File: src/rtl/cnn_conv_scheduler.sv
`default_nettype none
// ============================================================================
//  Module   : cnn_conv_scheduler
//  Purpose  : Sequences one convolution pass: loads the kernels into feature
//             memory, issues every valid window position to the conv datapath
//             over valid/ready, counts returned results and pulses done.
//  Revision : 1.0 - initial release
// ============================================================================
module cnn_conv_scheduler #(
  parameter int IMAGE_WIDTH  = 12,
  parameter int IMAGE_HEIGHT = 12,
  parameter int NUM_FEATURES = 1,
  parameter int KERNEL_SIZE  = 3,
  parameter int STRIDE       = 1,
  localparam int KW = KERNEL_SIZE * KERNEL_SIZE,
  localparam int FW = (NUM_FEATURES > 1) ? $clog2(NUM_FEATURES) : 1,
  localparam int RW = (IMAGE_HEIGHT > 1) ? $clog2(IMAGE_HEIGHT) : 1,
  localparam int CW = (IMAGE_WIDTH > 1) ? $clog2(IMAGE_WIDTH) : 1
) (
  input  logic          clk,
  input  logic          rst_cnn,
  input  logic          start,
  input  logic          abort,
  input  logic [KW-1:0] wt_data,
  input  logic          wt_valid,
  output logic          wt_ready,
  output logic          wt_wr_en,
  output logic [FW-1:0] wt_addr,
  output logic [KW-1:0] wt_wdata,
  output logic          win_valid,
  input  logic          win_ready,
  output logic [RW-1:0] win_row,
  output logic [CW-1:0] win_col,
  output logic [FW-1:0] win_feat,
  output logic          win_last,
  input  logic          res_valid,
  output logic          busy,
  output logic          done,
  output logic          err
);

  localparam int OUT_H = (IMAGE_HEIGHT - KERNEL_SIZE) / STRIDE + 1;
  localparam int OUT_W = (IMAGE_WIDTH - KERNEL_SIZE) / STRIDE + 1;
  localparam int TOTAL = OUT_H * OUT_W * NUM_FEATURES;
  localparam int CNTW  = $clog2(TOTAL + 1);

  localparam logic [CNTW-1:0] TOTAL_C  = CNTW'(TOTAL);
  localparam logic [CNTW-1:0] LAST_IDX = CNTW'(TOTAL - 1);
  localparam logic [FW-1:0]   FEAT_MAX = FW'(NUM_FEATURES - 1);
  localparam logic [CW-1:0]   COL_MAX  = CW'((OUT_W - 1) * STRIDE);
  localparam logic [CW-1:0]   COL_STEP = CW'(STRIDE);
  localparam logic [RW-1:0]   ROW_STEP = RW'(STRIDE);

  typedef enum logic [2:0] {
    S_IDLE     = 3'd0,
    S_LOAD_W   = 3'd1,
    S_CONV     = 3'd2,
    S_WAIT_RES = 3'd3,
    S_DONE     = 3'd4
  } state_t;

  state_t          state, state_nxt;
  logic [FW-1:0]   k;            // next kernel slot to load
  logic [CNTW-1:0] win_cnt;      // descriptors accepted by the datapath
  logic [CNTW-1:0] res_cnt;      // results returned so far
  logic [CNTW-1:0] res_cnt_nxt;
  logic            wt_acc;
  logic            win_acc;
  logic            res_ok;
  logic            res_bad;
  logic            clear;

  // State register
  always_ff @(posedge clk) begin
    if (rst_cnn) state <= S_IDLE;
    else         state <= state_nxt;
  end

  // Next-state, handshake qualifiers and state-decoded outputs.
  // Abort suppresses every handshake in its cycle, so acceptances are gated.
  always_comb begin
    wt_ready    = (state == S_LOAD_W);
    win_valid   = (state == S_CONV);
    busy        = (state != S_IDLE);
    done        = (state == S_DONE);
    win_last    = win_valid && (win_cnt == LAST_IDX);
    wt_acc      = wt_ready && wt_valid && !abort;
    win_acc     = win_valid && win_ready && !abort;
    // A result is legal only while a pass is live and something is outstanding;
    // counting against the pre-handshake total keeps a result that coincides
    // with the final descriptor handshake correctly accounted.
    res_ok      = res_valid && (state inside {S_LOAD_W, S_CONV, S_WAIT_RES})
                  && (res_cnt < win_cnt);
    res_bad     = res_valid && !res_ok;
    res_cnt_nxt = res_cnt + CNTW'(res_ok);
    clear       = (state == S_IDLE) && start;
    state_nxt   = state;
    case (state)
      S_IDLE:     if (start) state_nxt = S_LOAD_W;
      S_LOAD_W:   if (wt_acc && (k == FEAT_MAX)) state_nxt = S_CONV;
      S_CONV:     if (win_acc && win_last)
                    state_nxt = (res_cnt_nxt == TOTAL_C) ? S_DONE : S_WAIT_RES;
      S_WAIT_RES: if (res_cnt_nxt == TOTAL_C) state_nxt = S_DONE;
      S_DONE:     state_nxt = S_IDLE;
      default:    state_nxt = S_IDLE;
    endcase
    if (abort && (state != S_IDLE)) state_nxt = S_IDLE;
  end

  // Weight write port, window descriptor walk, result counting and sticky error
  always_ff @(posedge clk) begin
    if (rst_cnn) begin
      wt_wr_en <= 1'b0;
      wt_addr  <= '0;
      wt_wdata <= '0;
      k        <= '0;
      win_row  <= '0;
      win_col  <= '0;
      win_feat <= '0;
      win_cnt  <= '0;
      res_cnt  <= '0;
      err      <= 1'b0;
    end else begin
      // Kernel captured on acceptance is written one cycle later.
      wt_wr_en <= wt_acc;
      if (wt_acc) begin
        wt_addr  <= k;
        wt_wdata <= wt_data;
        k        <= k + FW'(1);
      end
      if (clear) begin
        k        <= '0;
        win_row  <= '0;
        win_col  <= '0;
        win_feat <= '0;
        win_cnt  <= '0;
        res_cnt  <= '0;
        err      <= 1'b0;
      end else begin
        res_cnt <= res_cnt_nxt;
        if (res_bad) err <= 1'b1;
        if (win_acc) begin
          win_cnt <= win_cnt + CNTW'(1);
          // Feature index runs fastest, then column, then row.
          if (win_feat == FEAT_MAX) begin
            win_feat <= '0;
            if (win_col == COL_MAX) begin
              win_col <= '0;
              win_row <= win_row + ROW_STEP;
            end else begin
              win_col <= win_col + COL_STEP;
            end
          end else begin
            win_feat <= win_feat + FW'(1);
          end
        end
      end
    end
  end

endmodule
`default_nettype wire
File: config.mk
export PLATFORM = sky130hd
export DESIGN_NAME = cnn_conv_scheduler
export DESIGN_NICKNAME = d
export VERILOG_FILES = /design/src/rtl/cnn_conv_scheduler.sv
export SDC_FILE = /design/constraint.sdc
export NUM_CORES = 1
export LEC_CHECK = 0
export ABC_AREA = 0
export CAP_MARGIN = 10
export CORE_MARGIN = 3
export CORE_UTILIZATION = 53
export CTS_CLUSTER_SIZE = 24
export DETAILED_ROUTE_END_ITERATION = 6
export GPL_ROUTABILITY_DRIVEN = 0
export GPL_TIMING_DRIVEN = 0
export PLACE_DENSITY = 0.95
export SYNTH_ARGS = -nofsm -noshare
export SYNTH_HDL_FRONTEND = slang
export SYNTH_SLANG_ARGS = --single-unit
File: constraint.sdc
create_clock -name clk -period 5.4 [get_ports clk]
set_clock_uncertainty 0.15 [all_clocks]
set_input_delay 1.08 -clock clk [delete_from_list [all_inputs] [get_ports clk]]
set_output_delay 1.08 -clock clk [all_outputs]
set_load 0.1 [all_outputs]
Yosys cells after proc, flatten, opt, wreduce, memory -nomap -nowiden. Cells that the tools add are included.

Input port bits: 16. Bits in writable memories: 0. Word-level logic and storage cells: 61. Latch bits: 0. Memory bits (read-only): 0. Memories kept: 0. Register bits: 39. Output and inout bits: 26.

Mux-type cells: 8. Equality and inequality tests: 11. Shift-type cells: 0. Order comparisons: 1. Multipliers: 0. Add/sub/neg operators: 6. Reductions and logical operators: 22. Bitwise operators: 2. Divide/modulo/power cells: 0.

Operators with widths (count): $mux W3 (5); $eq A7 B7 Y1 const B (2); $logic_and A1 B1 Y1 (12); $pmux W3 S4 (1); $add A4 B1 Y4 const B (2); $add A7 B1 Y7 (1); $add A7 B1 Y7 const B (1); $lt A7 B7 Y1 (1); $eq A3 B2 Y1 const B (2); $ne A2 B1 Y1 const B (3); $reduce_bool A3 Y1 (2); $eq A4 B4 Y1 const B (1); $mux W4 (1); $reduce_and A4 Y1 (1); $reduce_or A2 Y1 (2); $eq A3 B1 Y1 const B (1); $eq A3 B3 Y1 const B (1); $logic_not A3 Y1 (1); $reduce_and A3 Y1 (1); $add A1 B1 Y1 const B (2); $logic_not A1 Y1 (2); $ne A2 B2 Y1 const B (1); $not A1 Y1 (2); $reduce_and A2 Y1 (1); $mux W1 (1).

Longest topological paths before layout. Gate-level depths: netlist of run 1.

Depth after elaboration: 9. Depth in mapped cells: 12. Mapped depth without buffers: 12.

Worst setup path before layout of run 1. OpenSTA, ideal clock, no wires.

Path type: reg2out. Start: register state[2]. End: output port done. Arrival time: 2.632 ns. Buffers on the path: 0. Cell stages (with the launch flop): 2. Setup slack: 1.538 ns. Required time: 4.170 ns. Cells stage by stage: dfxtp_1 > nor3b_1.

Word-level cells in the longest chain between the ends: 1.

Ends and longest elaborated chain: from (decl) (line 62) `state_t state, state_nxt;`; from (signal assigned) (line 76) `else state <= state_nxt;`; $eq A3 B3 Y1 (line 85) `done = (state == S_DONE);`; to (decl) (line 38) `output logic done,`.

No other way between the ends.

Final worst setup path of run 1.
Start: register state[1]. End: output port win_last.

Word-level cells in the longest chain between the ends: 2.

Ends and longest elaborated chain: $eq A3 B2 Y1 (line 83) `win_valid = (state == S_CONV);`; $logic_and A1 B1 Y1 (line 86) `win_last = win_valid && (win_cnt == LAST_IDX);`; to (decl) (line 35) `output logic win_last,`.

No other way between the ends.

==> impl_metrics.json, run 1 <==
{
  "outcome": "completed",
  "overflow": 0,
  "synth_warnings": 0,
  "synthSimpleGateAreaFrac": 0.251,
  "grt_pass1_vias": 1525,
  "seq_area_frac_synth": 0.424,
  "fin_tns_setup_ns": 0,
  "clk_latency_ns": 0.34,
  "avgViaCountPerCell": 5.17,
  "syn_area_per_cell_um2": 8.84,
  "synth_compound_area_frac": 0.0704,
  "drt-pass1-iter-count": 4,
  "start_kind": "flip-flop",
  "io_buffer_count": 40,
  "finalHoldViolations": 0,
  "route.detailed.drc": 0,
  "cts_root_buffer": "clkbuf_4",
  "synth_xor_area_frac": 0.0829,
  "arrival_ns": 2.49,
  "antenna_found_initial": 0,
  "grtUsageTotal": 0.202,
  "max_slew_margin": 0.338,
  "cts.clk_slew.worst_paths_ns": 0.11,
  "boundaryPins": 42,
  "start_util": 0.569,
  "cts_num_sinks": 38,
  "grt_max_degree": 12,
  "synth.mux.area_fraction": 0.0557,
  "finalSetupViolations": 0,
  "crit_chain": "buf_6, or3b_4, nor2_1, clkdlybuf4s50_1",
  "multiInputGateArea_um2": 955,
  "final_nets": 276,
  "slew_violations": 0,
  "synth_seq_cells": 38,
  "reg2reg_slack_ns": 2.25,
  "cts_max_level": 2,
  "dp_hpwl_um": 2990,
  "drt-initial-drc-count": 109,
  "timing.final.crit_share": 0.689,
  "wl_um": 3800,
  "rsz0062_at_grt": "false",
  "ir_drop_mv": 0.186,
  "cts_tree": "done",
  "cp_slowest_cell": "clkdlybuf4s50_1",
  "seq_area_um2": 761,
  "netlist_instances": 203,
  "required_ns": 4.17,
  "cts_made_buffers": 5,
  "leakagePower_nw": 0.961,
  "cp_max_fo": 10,
  "wl_per_cell_um": 12.9,
  "period_minus_slack_ns": 3.72,
  "slowest_delay_ns": 1.14,
  "synth_cell_type_count": 37,
  "whs_ns": 0.339,
  "synth_adder_area_share": 0.0697,
  "synth_area_um2": 1800,
  "holdBufCountCts": 0,
  "ctsResizeCount": 0,
  "max-cap-violations": 0,
  "worstMarginPinSlew_ns": 0.990,
  "max_freq_mhz": 269,
  "area_growth_pct": 29.5,
  "diodes": 0,
  "die_w_um": 64.2,
  "clockBufferDepth": 2,
  "synth_top_family_by_area": "simple AND/OR/NAND/NOR gates",
  "vias": 1524,
  "ant_nets": 0,
  "synth_ff_type": "dfxtp_1",
  "design.core.area_um2": 3150,
  "synth_edf_count": 0,
  "grt_pass1_wl_um": 6580,
  "path_class": "reg2out",
  "fp-row-count": 20,
  "die_area_um2": 4120,
  "powerDensity_nw_per_um2": 256,
  "yosys-top-cells-count": "dfxtp_1 (38), nor2_1 (38), xnor2_1 (12)",
  "crit_path_end_kind": "output pin",
  "syn-num-nets": 229,
  "fill_cells": 239,
  "yosysTopAreaCell": "dfxtp_1",
  "async_flop_share": 0,
  "synth.area.top_cells": "dfxtp_1 (42%), nor2_1 (7.9%), ha_1 (7.0%)",
  "drive_above_1_share": 0.0558,
  "chipHeight_um": 64.2,
  "synth.top_cell.area_share": 0.424,
  "hold_path.class": "reg2reg",
  "design_power_total_uw": 595,
  "cts_setup_buffers": 0
}
==> power by group <==
part           leakage (nW)  switching, mW  internal [mW]  total, mW
clock                0.0395         0.0899         0.0982      0.188
combinational         0.614         0.0813         0.0357      0.117
sequential            0.307        0.00445          0.286      0.290
==> layer usage <==
| layer | wire length (µm) | global-route usage | share of wire | up-vias |
|---|---|---|---|---|
| met1 | 1690 | 0.241 | 0.45 | 708 |
| met2 | 1910 | 0.355 | 0.50 | 33 |
| met4 | 38 | 0.0712 | 0.010 | 0 |
| met3 | 152 | 0.0439 | 0.040 | 5 |
| li1 | - | - | - | 778 |
| met5 | 0 | 0 | 0 | - |
==> worst paths after layout <==
check	start	to	cells past startpoint
worst min register to register	err$_SDFFE_PP0P_	err$_SDFFE_PP0P_	2
worst max register to register	win_cnt[4]$_SDFFE_PP0P_	state[0]$_SDFFE_PP0P_	11
worst min-delay path	err$_SDFFE_PP0P_	err$_SDFFE_PP0P_	2
worst max-delay path	state[1]$_SDFFE_PP0P_	win_last	4
==> cells by family (layout without fill, tap and decap cells) <==
logic type / Yosys count / in the layout
compound gates: 22 / 22
xor+xnor: 17 / 17
fa+ha+maj: 10 / 10
buf+inv: 18 / 66
flops: 38 / 38
mux: 10 / 10
other cells: 1 / 1
simple gates: 87 / 87
==> critical path, delay by kind of cell, from the launching register on <==
kind	cells	cell delay, ns
buffers and inverters	2	1.27
DFF	1	0.34
and+or+nand+nor	2	0.53
==> flip-flops by register name, summed over array words and instances, names as in the netlist <==
signal    flops
win_cnt       7
state         3
win_col       4
wt_wdata      9
k             1
wt_addr       1
res_cnt       7
win_row       4
err           1
wt_wr_en      1
==> per-stage QoR <==
stage                util  worst slack, ns  area [µm²]  std cells
finish              0.738             1.68        2330        295
global placement    0.714             1.72        2250        287
global route        0.738             1.61        2330        295
floorplan               -             1.54        1800        203
CTS                 0.738             1.68        2330        295
detailed placement  0.714             1.60        2250        287
==> layout make-up <==
| type | count | share of cell area |
|---|---|---|
| clock buffers | 7 | 0.0194 |
| clock inverters | 1 | 0.0129 |
| repair buffers | 40 | 0.172 |
| inverters | 12 | 0.0194 |
| flip-flops and latches | 38 | 0.327 |
| plain buffers | 6 | 0.0151 |
| well taps | 44 | 0.0237 |
| multi-input cells | 147 | 0.410 |
==> layout by cell type (no fill, tap or decap), types with 3 or more instances in the layout <==
cell type,netlist,layout
clkdlybuf4s50_1,0,40
nor2_1,38,38
dfxtp_1,38,38
xnor2_1,12,12
inv_1,11,11
mux2i_1,10,10
ha_1,10,10
a21oi_1,9,9
o21ai_0,8,8
nand2_1,8,8
nand3_1,7,7
nand2b_1,6,6
nor3b_1,5,5
clkbuf_1,3,5
xor2_1,5,5
clkbuf_4,0,5
nand4_1,4,4
and3_1,4,4
nor4b_1,3,3
(Power assumes the default switching activity.)
==> run 2: changes to the inputs <==
--- a/config.mk
+++ b/config.mk
@@ -8,12 +8,12 @@
 export ABC_AREA = 0
 export CAP_MARGIN = 10
 export CORE_MARGIN = 3
-export CORE_UTILIZATION = 53
+export CORE_UTILIZATION = 49
 export CTS_CLUSTER_SIZE = 24
 export DETAILED_ROUTE_END_ITERATION = 6
 export GPL_ROUTABILITY_DRIVEN = 0
 export GPL_TIMING_DRIVEN = 0
-export PLACE_DENSITY = 0.95
+export PLACE_DENSITY = 0.9
 export SYNTH_ARGS = -nofsm -noshare
 export SYNTH_HDL_FRONTEND = slang
 export SYNTH_SLANG_ARGS = --single-unit
==> constraint.sdc (replaced) <==
create_clock -name clk -period 3.7 [get_ports clk]
set_clock_uncertainty 0.15 [all_clocks]
set_input_delay 0.74 -clock clk [delete_from_list [all_inputs] [get_ports clk]]
set_output_delay 0.74 -clock clk [all_outputs]
set_load 0.1 [all_outputs]
==> run 2 against run 1 <==
  * Core utilization down 4.2 points
  * Final area rose by 3.0%
  * Die area rose by 7.4%
  * Combinational power up 45%
  * Sequential share of layout area decreased by 0.96 points
==> impl_metrics.json, run 2 (same netlist as run 1, synthesis figures left out) <==
{
  "reg2reg_depth": 11,
  "final_nets": 276,
  "cp_max_fo": 10,
  "required_ns": 2.81,
  "timing.final.crit_share": 0.898,
  "cts_max_level": 2,
  "antenna_found_initial": 0,
  "top_register": "wt_wdata",
  "path_class": "reg2out",
  "finalSetupViolations": 0,
  "overflow": 0,
  "vias": 1498,
  "ant_nets": 0,
  "largestRegisters": "wt_wdata x9, res_cnt x7, win_cnt x7",
  "io_buffer_count": 40,
  "grtUsageTotal": 0.189,
  "r2r_start": "win_cnt[4]$_SDFFE_PP0P_",
  "cts_setup_buffers": 0,
  "wl_per_cell_um": 12.8,
  "grt_max_degree": 13,
  "leakagePower_nw": 0.993,
  "grt_pass1_vias": 1412,
  "max_slew_margin": 0.340,
  "final_common_cell": "clkdlybuf4s50_1",
  "max-cap-violations": 0,
  "final_cell_mix": "clkdlybuf4s50_1 (40), nor2_1 (38), dfxtp_1 (38)",
  "reg2reg_slack_ns": 0.69,
  "drt-initial-drc-count": 108,
  "powerDensity_nw_per_um2": 428,
  "start_kind": "flip-flop",
  "hold_path.class": "reg2reg",
  "cts_num_sinks": 38,
  "chipHeight_um": 66.5,
  "fin_tns_setup_ns": 0,
  "holdBufCountCts": 0,
  "crit_path_end_kind": "output pin",
  "finalHoldViolations": 0,
  "outcome": "completed",
  "ir_drop_mv": 0.273,
  "worstSetupEndpoint": "win_last",
  "clk_latency_ns": 0.29,
  "avgViaCountPerCell": 5.04,
  "slew_violations": 0,
  "start_util": 0.522,
  "rsz0062_at_grt": "false",
  "cts.clk_slew.worst_paths_ns": 0.08,
  "period_minus_slack_ns": 3.32,
  "dp_hpwl_um": 2880,
  "cts_root_buffer": "clkbuf_8",
  "arrival_ns": 2.43,
  "cts_tree": "done",
  "max_freq_mhz": 301,
  "clockBufferDepth": 2,
  "die_area_um2": 4430,
  "wl_um": 3800,
  "cts_made_buffers": 5,
  "reg2reg_to": "state[0]$_SDFFE_PP0P_",
  "design.core.area_um2": 3440,
  "die_w_um": 66.5,
  "route.detailed.drc": 0,
  "diodes": 0,
  "ctsResizeCount": 0,
  "largest_reg_flops": 9,
  "whs_ns": 0.334,
  "drt-pass1-iter-count": 4,
  "worstMarginPinSlew_ns": 0.986,
  "fill_cells": 244,
  "fp-row-count": 21,
  "grt_pass1_wl_um": 6320,
  "drive_above_1_share": 0.0637,
  "boundaryPins": 42,
  "area_growth_pct": 33.4,
  "cp-startpoint": "state[1]$_SDFFE_PP0P_"
}
## run 2: worst max-delay path, stage by stage (launching register included)
cell and delay (ns):
dfxtp_1 0.34, buf_6 0.13, or3b_4 0.42, nor2_1 0.12, clkdlybuf4s50_1 1.14
## run 2: cell type report
class	count	area (µm²)	share of cell area
flip-flops and latches	38	761	0.317
plain buffers	6	35.0	0.0146
inverters	12	45.0	0.0188
well taps	46	57.6	0.0240
clock inverters	2	60.1	0.0251
repair buffers	40	400	0.167
clock buffers	6	82.6	0.0345
multi-input cells	147	955	0.398
## run 2: worst min-delay path by stage
stage	depth (start not counted)	startpoint	endpoint
floorplan	2	res_cnt[6]$_SDFF_PP0_	res_cnt[6]$_SDFF_PP0_
global placement	2	err$_SDFFE_PP0P_	err$_SDFFE_PP0P_
finish	2	err$_SDFFE_PP0P_	err$_SDFFE_PP0P_
detailed placement	2	err$_SDFFE_PP0P_	err$_SDFFE_PP0P_
CTS	2	err$_SDFFE_PP0P_	err$_SDFFE_PP0P_
global route	2	wt_wdata[8]$_SDFFE_PP0P_	wt_wdata[8]$_SDFFE_PP0P_
## run 2: routing by layer
metal,up-vias,GRT usage,routed length (µm)
met2,35,0.307,1800
met1,682,0.240,1750
met5,-,0,0
met3,6,0.0438,174
met4,0,0.0761,71
li1,775,-,-
## run 2: metrics by stage
stage | utilization | worst slack [ns] | cells | power [mW] | cell area [µm²]
final | 0.696 | 0.376 | 297 | 1.03 | 2400
after global routing | 0.696 | 0.286 | 297 | 1.06 | 2400
after CTS | 0.696 | 0.375 | 297 | 1.04 | 2400
after detailed placement | 0.655 | 0.250 | 289 | 0.603 | 2250
after global placement | 0.655 | 0.355 | 289 | 0.600 | 2250
after floorplan | - | 0.178 | 203 | 0.554 | 1800
## run 2: power breakdown
group | internal, mW | switching [mW] | total [mW]
registers | 0.417 | 0.00640 | 0.423
clock network | 0.288 | 0.145 | 0.433
logic | 0.0521 | 0.118 | 0.170
total | 0.756 | 0.269 | 1.03
==> run 3: changes to the inputs <==
--- a/config.mk
+++ b/config.mk
@@ -6,7 +6,7 @@
 export NUM_CORES = 1
 export LEC_CHECK = 0
 export ABC_AREA = 0
-export CAP_MARGIN = 10
+export CAP_MARGIN = 20
 export CORE_MARGIN = 3
 export CORE_UTILIZATION = 49
 export CTS_CLUSTER_SIZE = 24
==> results of run 3 <==
No change in the layout: final DEF, timing and power equal those of run 2.
==> variant: new RTL, config.mk and constraints of run 3 <==
Reset style: asynchronous (`rst_cnn`), changed in 2 clocked blocks.
--- a/src/rtl/cnn_conv_scheduler.sv
+++ b/src/rtl/cnn_conv_scheduler.sv
@@ -73,3 +73,3 @@
   // State register
-  always_ff @(posedge clk) begin
+  always_ff @(posedge clk or posedge rst_cnn) begin
     if (rst_cnn) state <= S_IDLE;
@@ -110,3 +110,3 @@
   // Weight write port, window descriptor walk, result counting and sticky error
-  always_ff @(posedge clk) begin
+  always_ff @(posedge clk or posedge rst_cnn) begin
     if (rst_cnn) begin
Function: differs if rst_cnn is asserted again (counterexample within 4 cycles, from zero or initial values and one cycle with rst_cnn high); with rst_cnn held inactive, the same outputs for 10 cycles.
==> variant against run 3 <==
Setup slack worse by 120 ps; via count grew 8.8%; critical path type unchanged; utilization decreased by 1.9 points; synthesized area grew 12%; sequential cell count is the same; design area grew 7.4%; wire length grew 4.2%.
Power is not compared: it rests on default switching activity, and its combinational part moved more than twofold at a synthesized area within 25%.
==> variant: results (changes against run 3) <==
[logic_synthesis]
synthAdderAreaFrac_pct=6.211  ; -0.76 points
synth_xor_area_share_pct=4.348  ; -3.9 points
netlist_instances=201  ; -0.99%
async_reset_ff_share_pct=100.0  ; +100 points
synthesis.nets=227  ; -0.87%
synth_common_cells=dfrtp_1, nor2_1, nand2_1
synthMuxAreaShare_pct=6.149  ; +0.57 points
synth_compound_area_share_pct=8.820  ; +1.8 points
synth-seq-area-share_pct=47.20  ; +4.8 points

[detailed_routing]
avgViaCountPerCell=5.488  ; +8.8%
drtIter0Drc=111  ; +2.8%
wl_mm=3.959  ; +4.2%

[worst_setup_path]
rrSetupSlack_ps=550  ; -140 ps
r2r-end=state[2]
endpoint=done
crit_path_start=state[0]
arrival_ps=2550  ; +120 ps

[finish]
nNetsFinal=274  ; -0.72%
num-fill-cells=312  ; +28%

[timing]
relSlewSlack_pct=34.50  ; +0.46 points
fin_crit_sh_pct=92.97  ; +3.1 points

[run_status]
status=complete, no violations

[min_path]
hold_start=err
min_to=err

[global_routing]
grt_max_degree=39  ; +26
grt_pass1_wl_mm=6.975  ; +10%
grtUsageTotal_pct=17.68  ; -1.2 points

[placed_design]
post-place-ws_ps=557.8  ; +307.4 ps
place_hpwl_mm=2.991  ; +3.8%

## variant: worst reg2reg max path, stage by stage (launching register included)
cell      delay, ps
dfrtp_1         450
clkbuf_1        260
or2_2           350
o211ai_1        120
a21oi_1          90
and2_1          170
ha_1            200
ha_1            290
or3b_2          480
nor4_1          180
a21o_1          160
nor3b_1         180
## variant: final cells by class
cell class / instances / area [um^2] / share of cell area (%)
buffer: 5 / 25.02 / 0.9728
clock buffer: 7 / 86.33 / 3.356
clock inverter: 1 / 5.005 / 0.1946
inverter: 14 / 52.55 / 2.043
multi-input combinational: 144 / 992.2 / 38.57
sequential: 38 / 950.9 / 36.96
tap: 48 / 60.06 / 2.335
timing repair buffer: 40 / 400.4 / 15.56
## variant: power groups by stage
stage / Clock (mW) / Combinational [mW] / Sequential (mW)
after detailed placement: 0 / 1.14 / 0.597
after floorplan: 0 / 0.393 / 1.08
after global routing: 0.319 / 1.20 / 0.604
after CTS: 0.297 / 1.15 / 0.589
final: 0.285 / 1.14 / 0.590
after global placement: 0 / 1.14 / 0.592
## variant: routing by layer
metal / up-vias / track usage [%] / routed length [um]
met1: 797 / 21.76 / 1728
met3: 7 / 4.748 / 191
met5: - / 0 / 0
met2: 37 / 30.01 / 1988
met4: 0 / 5.745 / 51
li1: 789 / - / -
## variant: cell families (layout without fill, tap and decap cells)
kind of cell    Yosys count  count (layout)
xor+xnor                 10              10
compound gates           29              29
flops                    38              38
other cells               1               1
simple gates             83              83
buf+inv                  19              67
fa+ha+maj                10              10
mux                      11              11
## variant: metrics by stage
stage               hold slack (ps)  area [um^2]  total power, mW
global route                  372.0         2572            2.121
global placement              331.5         2481            1.727
finish                        345.4         2572            2.017
floorplan                     350.1         2021            1.471
CTS                           354.7         2572            2.034
detailed placement            339.0         2481            1.741
